[src/rtl/seg_scan_ctl.sv]
// Multiplexed 7-segment scan controller with frame snapshot, LZ blanking, blink and PWM dimming.
// Latency: seg_d/seg_com follow idx by 2 clocks; frame_done is aligned with idx. No backpressure.
module seg_scan_ctl #(
    parameter int NDIG       = 8,
    parameter int PRESC_W    = 16,
    parameter int BLINK_LOG2 = 6
) (
    input  logic                clk,
    input  logic                rst,
    input  logic [3:0]          rate,
    input  logic [4*NDIG-1:0]   bcd,
    input  logic [NDIG-1:0]     dp_mask,
    input  logic [NDIG-1:0]     blink_mask,
    input  logic                blank_lz,
    input  logic                hex_mode,
    input  logic [3:0]          bright,
    output logic [7:0]          seg_d,
    output logic [NDIG-1:0]     seg_com,
    output logic                frame_done
);
    localparam int IDX_W = $clog2(NDIG);
    // one extra bit so the MSB toggles every 2^BLINK_LOG2 frames
    localparam int BC_W  = BLINK_LOG2 + 1;

    logic [PRESC_W-1:0] pcnt_q, pcnt_d, rate_mask;
    logic [IDX_W-1:0]   idx_q, idx_d;
    logic [3:0]         pwm_q, pwm_d;
    logic [BC_W-1:0]    bcnt_q, bcnt_d;
    logic [4*NDIG-1:0]  sh_bcd_q, sh_bcd_d;
    logic [NDIG-1:0]    sh_dp_q, sh_dp_d, sh_bl_q, sh_bl_d;
    logic               fd_q, fd_d;
    logic [3:0]         s1_nib_q, s1_nib_d;
    logic               s1_dp_q, s1_dp_d, s1_lz_q, s1_lz_d, s1_bk_q, s1_bk_d;
    logic [NDIG-1:0]    s1_com_q, s1_com_d;
    logic [7:0]         seg_d_q, seg_d_d;
    logic [NDIG-1:0]    seg_com_q, seg_com_d;
    logic               tick, wrap;
    logic [6:0]         glyph;

    always_comb begin
        rate_mask = (PRESC_W'(1) << rate) - PRESC_W'(1);
        tick      = (pcnt_q & rate_mask) == rate_mask;
        wrap      = tick && (idx_q == IDX_W'(NDIG - 1));

        pcnt_d   = pcnt_q + PRESC_W'(1);
        pwm_d    = pwm_q + 4'd1;
        idx_d    = idx_q;
        bcnt_d   = bcnt_q;
        sh_bcd_d = sh_bcd_q;
        sh_dp_d  = sh_dp_q;
        sh_bl_d  = sh_bl_q;
        if (tick) begin
            idx_d = wrap ? '0 : idx_q + IDX_W'(1);
        end
        if (wrap) begin
            bcnt_d   = bcnt_q + BC_W'(1);
            sh_bcd_d = bcd;
            sh_dp_d  = dp_mask;
            sh_bl_d  = blink_mask;
        end
        fd_d = wrap;

        // stage 1: per-digit attributes from the shadow copy only
        s1_nib_d = sh_bcd_q[{idx_q, 2'b00} +: 4];
        s1_dp_d  = sh_dp_q[idx_q];
        s1_lz_d  = blank_lz && (idx_q != '0) && ((sh_bcd_q >> {idx_q, 2'b00}) == '0);
        s1_bk_d  = bcnt_q[BC_W-1] && sh_bl_q[idx_q];
        s1_com_d = NDIG'(1) << idx_q;

        // stage 2: glyph decode, blanking and PWM gating of the common
        glyph = 7'h00;
        case (s1_nib_q)
            4'h0: glyph = 7'h3F;
            4'h1: glyph = 7'h06;
            4'h2: glyph = 7'h5B;
            4'h3: glyph = 7'h4F;
            4'h4: glyph = 7'h66;
            4'h5: glyph = 7'h6D;
            4'h6: glyph = 7'h7D;
            4'h7: glyph = 7'h27;
            4'h8: glyph = 7'h7F;
            4'h9: glyph = 7'h6F;
            4'hA: glyph = hex_mode ? 7'h77 : 7'h00;
            4'hB: glyph = hex_mode ? 7'h7C : 7'h00;
            4'hC: glyph = hex_mode ? 7'h39 : 7'h00;
            4'hD: glyph = hex_mode ? 7'h5E : 7'h00;
            4'hE: glyph = hex_mode ? 7'h79 : 7'h00;
            default: glyph = hex_mode ? 7'h71 : 7'h00;
        endcase
        seg_d_d   = s1_bk_q ? 8'h00 : {s1_dp_q, (s1_lz_q ? 7'h00 : glyph)};
        seg_com_d = (pwm_q <= bright) ? s1_com_q : '0;
    end

    always_ff @(posedge clk or posedge rst) begin
        if (rst) begin
            pcnt_q    <= '0;
            idx_q     <= '0;
            pwm_q     <= '0;
            bcnt_q    <= '0;
            sh_bcd_q  <= '0;
            sh_dp_q   <= '0;
            sh_bl_q   <= '0;
            fd_q      <= 1'b0;
            s1_nib_q  <= '0;
            s1_dp_q   <= 1'b0;
            s1_lz_q   <= 1'b0;
            s1_bk_q   <= 1'b0;
            s1_com_q  <= '0;
            seg_d_q   <= '0;
            seg_com_q <= '0;
        end else begin
            pcnt_q    <= pcnt_d;
            idx_q     <= idx_d;
            pwm_q     <= pwm_d;
            bcnt_q    <= bcnt_d;
            sh_bcd_q  <= sh_bcd_d;
            sh_dp_q   <= sh_dp_d;
            sh_bl_q   <= sh_bl_d;
            fd_q      <= fd_d;
            s1_nib_q  <= s1_nib_d;
            s1_dp_q   <= s1_dp_d;
            s1_lz_q   <= s1_lz_d;
            s1_bk_q   <= s1_bk_d;
            s1_com_q  <= s1_com_d;
            seg_d_q   <= seg_d_d;
            seg_com_q <= seg_com_d;
        end
    end

    assign seg_d      = seg_d_q;
    assign seg_com    = seg_com_q;
    assign frame_done = fd_q;
endmodule

[config.mk]
export PLATFORM = sky130hd
export DESIGN_NAME = seg_scan_ctl
export DESIGN_NICKNAME = d
export VERILOG_FILES = /design/src/rtl/seg_scan_ctl.sv
export SDC_FILE = /design/constraint.sdc
export NUM_CORES = 1
export LEC_CHECK = 0
export CORE_AREA = 2 2 101 103
export CTS_CLUSTER_DIAMETER = 50
export DETAILED_ROUTE_END_ITERATION = 10
export DIE_AREA = 0 0 103 105
export GPL_TIMING_DRIVEN = 0
export PLACE_DENSITY_LB_ADDON = 0.15
export SLEW_MARGIN = 20
export SYNTH_ARGS = -nofsm -noshare
export SYNTH_HDL_FRONTEND = slang
export SYNTH_SLANG_ARGS = --single-unit
export TNS_END_PERCENT = 30
[constraint.sdc]
create_clock -name clk -period 3.76 [get_ports clk]
set_clock_uncertainty 0.05 [all_clocks]
set_input_delay 0.564 -clock clk [delete_from_list [all_inputs] [get_ports clk]]
set_output_delay 0.564 -clock clk [all_outputs]
set_load 0.005 [all_outputs]
==> impl_metrics.tcl <==
set metrics [dict create \
    status "complete, no violations" \
    portBuffers 76 \
    clkPwrFrac_pct 33.7 \
    synth-seq-cells 109 \
    pwr_density_cell_nw_per_um2 324 \
    r2r-start "idx_q[0]$_DFFE_PP0N_" \
    ys_seq_area_share_pct 53.4 \
    sw_frac_of_total_pct 23.3 \
    grt_usage_pct 19.9 \
    diodes 0 \
    ant_nets 0 \
    hold_end "seg_d[7]$_DFF_PP0_" \
    final_common_cell "dfrtp_1" \
    reg2reg_slack_ns 0.70 \
    power.internal_mw 1.56 \
    m1WireLength_mm 4.70 \
    finalSetupViolCount 0 \
    design_area_sq_um 6270 \
    worstPathRequired_ns 3.96 \
    hpwlAfterDp_mm 7.37 \
    cp-startpoint "rate[2]" \
    drtIter0Drc 252 \
    syn_nets 497 \
    drv_slew 0 \
    post_cts_buffers 0 \
    tightest_slew_ns 0.685 \
    p_leak_nw 2.95 \
    die_x_um 103 \
    cp_slowest_cell "clkdlybuf4s50_1" \
    path_cells "clkdlybuf4s50_1 > buf_1 > nor2_1 > nand3_1 > ha_1 > clkbuf_1 > or3b_2 > a211oi_1 > nor4_1 > and4b_1 > buf_4 > buf_4 > mux2_1" \
    met3_length_um 498 \
    grt_antenna_before_repair 0 \
    mostFrequentLayoutCells "dfrtp_1, clkdlybuf4s50_1, nand2_1, mux2_1, nor2_1" \
    clock.fmax_ghz 0.276 \
    cts_tree "yes" \
    clk_pin_slew_worst_paths_ns 0.10 \
    clk_latency_ns 0.37 \
    cts.sink_count 109 \
    worstPathMaxFanout 10 \
    start_util_pct 53.0 \
    async_reset_ff_share_pct 100 \
    max_cap_violations 0 \
    wl_met2_mm 4.71 \
    hold_viol 0 \
    hold_slack_ns 0.397 \
    cts_root_buffer "clkbuf_8" \
    io_pins 77 \
    wl_mm 10.0 \
    fin_tns_setup_ns 0 \
    yosysUniqueCellTypes 54 \
    relSlewSlack_pct 53.9 \
    worstReg2RegEnd "s1_lz_q$_DFF_PP0_" \
    area_delta_synth_final_pct 22.6 \
    period_share_pct 96.4 \
    routed_via_density 5.35 \
    final_cells 649 \
    min_from "s1_bk_q$_DFF_PP0_" \
    power_mw 2.03 \
    irDropWorstVdd_mv 0.162 \
    hp-class "reg2reg" \
    hold_depth 1 \
    maxUsedRoutingLayer "met4" \
    drt_pass1_iterations 5 \
    crit_path_max_incr_delay_ns 0.51 \
    placed_area_sq_um 6070 \
    path_class "in2reg" \
    endpoint_kind "flip-flop" \
    die_area_sq_um 10800 \
    grt_pass1_vias 3491 \
    yosysWarningCount 0 \
    seqCellArea_sq_um 2730 \
    cts_max_level 3 \
    cts_buffer_depth 2 \
    cp-start-kind "primary input" \
    multi_input_area_sq_um 2220 \
    ys.flop_type "dfrtp_1" \
    vias 3471 \
    grt_pass1_wl_mm 16.8 \
    synthCells 423 \
    seqPwrFrac_pct 58.3 \
    grt_max_degree 62 \
    p_comb_share_pct 8.0 \
    place.gp.congestion 0.831 \
    rows 36 \
    cp.arrival_ns 3.82 \
    synth_edf_count 0 \
    final_core_util_pct 65.0 \
    numCtsBuffers 9 \
    drive_above_1_share_pct 11.6 \
    power.switching_mw 0.473 \
    layout.nets 585 \
    core_area_sq_um 9640 \
    fp.dieH_um 105 \
    dp_worst_setup_slack_ns -0.291 \
    setup_slack_ns 0.134 \
    ff2ff_path_depth 8 \
    rsz0062_at_grt "no" \
    dp_cells 633 \
    synth_area_sq_um 5110 \
    fill_cells 795 \
    syn_avg_cell_area_sq_um 12.1 \
    drc 0 \
    min_period_ns 3.63 \
    crit_top_cell "buf_4" \
    gr-total-overflow 0 \
    wl_per_cell_um 15.4 \
]
==> synth_stat cells, types with 2 or more instances <==
master    instances  share of area, %
dfrtp_1         109                53
nand2_1          34               2.5
mux2_1           33               7.3
nor2_1           25               1.8
mux2_2           18               4.0
a21oi_1          15               1.5
clkbuf_1         15               1.1
xnor2_1          15               2.6
ha_1             14               3.4
and2_1           12               1.5
inv_1            12              0.88
mux4_2           11               4.8
xor2_1            9               1.5
nor4_1            8              0.98
nor2b_1           7              0.86
o21ai_0           7              0.69
nand4_1           6              0.73
and3_1            5              0.61
nand2b_1          5              0.61
nand3_1           5              0.49
buf_4             4              0.59
or4_1             4              0.59
a221oi_1          3              0.51
mux2i_1           3              0.59
o21bai_1          3              0.44
o22ai_1           3              0.37
o31ai_1           3              0.44
a211oi_1          2              0.29
a21o_1            2              0.29
a31oi_1           2              0.24
buf_1             2              0.15
nor3_1            2              0.20
o221ai_1          2              0.34
or2_2             2              0.24
or3_1             2              0.24
==> per-layer routing <==
layer,global-route usage (%),up-vias
met3,3.81,11
met1,28.7,1684
li1,-,1671
met2,30.1,105
met4,6.77,0
met5,0,-
==> power by group through the flow <==
stage          logic (mW)  registers, mW  clock network (mW)
3_3_place_gp        0.159           1.21                   0
2_1_floorplan      0.0657           1.21                   0
5_1_grt             0.181           1.18               0.761
6_report            0.163           1.18               0.684
3_5_place_dp        0.166           1.21                   0
4_1_cts             0.166           1.18               0.708
==> area by class of cell <==
cell class	count	share of cell area, %
sequential	109	43.5
multi-input combinational	278	35.5
timing repair buffer	77	12.6
tap	133	2.66
clock buffer	11	2.42
buffer	23	1.80
inverter	13	0.858
clock inverter	5	0.679
==> worst max-delay path, delay by kind of cell <==
family	cells	cell delay [ns]
and+or+nand+nor	5	1.00
adders and majority gates	1	0.14
AOI/OAI and AO/OA	1	0.28
muxes	1	0.32
buffers and inverters	5	1.51
==> registers in the layout, summed over array words and instances, names as in the netlist, 4 cells and up <==
name / flops
pwm_q: 4
s1_nib_q: 4
sh_bl_q: 8
sh_dp_q: 8
s1_com_q: 8
pcnt_q: 15
sh_bcd_q: 32
seg_com: 8
seg_d: 8
bcnt_q: 7
==> worst max-delay path by stage <==
stage / slack [ns] / to / cells after the start
after floorplan: 0.27 / bcnt_q[0]$_DFFE_PP0P_ / 1
after global placement: -1.19 / sh_dp_q[3]$_DFFE_PP0P_ / 2
after detailed placement: -0.29 / sh_bcd_q[27]$_DFFE_PP0P_ / 13
after CTS: 0.1 / sh_bcd_q[27]$_DFFE_PP0P_ / 13
after global routing: 0.001 / sh_bcd_q[30]$_DFFE_PP0P_ / 13
final: 0.13 / sh_bcd_q[30]$_DFFE_PP0P_ / 13
==> cell families (layout without fill, tap and decap cells) <==
group	after synthesis	after routing	synth area share, %
buffers and inverters	36	129	3.11
AO/OA/AOI/OAI	51	51	6.61
adder cells (fa/ha/maj)	14	14	3.43
XOR/XNOR	24	24	4.11
flip-flops	109	109	53.4
multiplexers	65	65	16.7
AND/OR/NAND/NOR	124	124	12.7
==> what timing repair did <==
item / in CTS / in global routing
endpoints found under the hold margin: 0 / 0
resized for setup: 0 / 5
hold buffers: 0 / 0
endpoints found under the setup margin: 0 / 33
(Power assumes the default switching activity.)
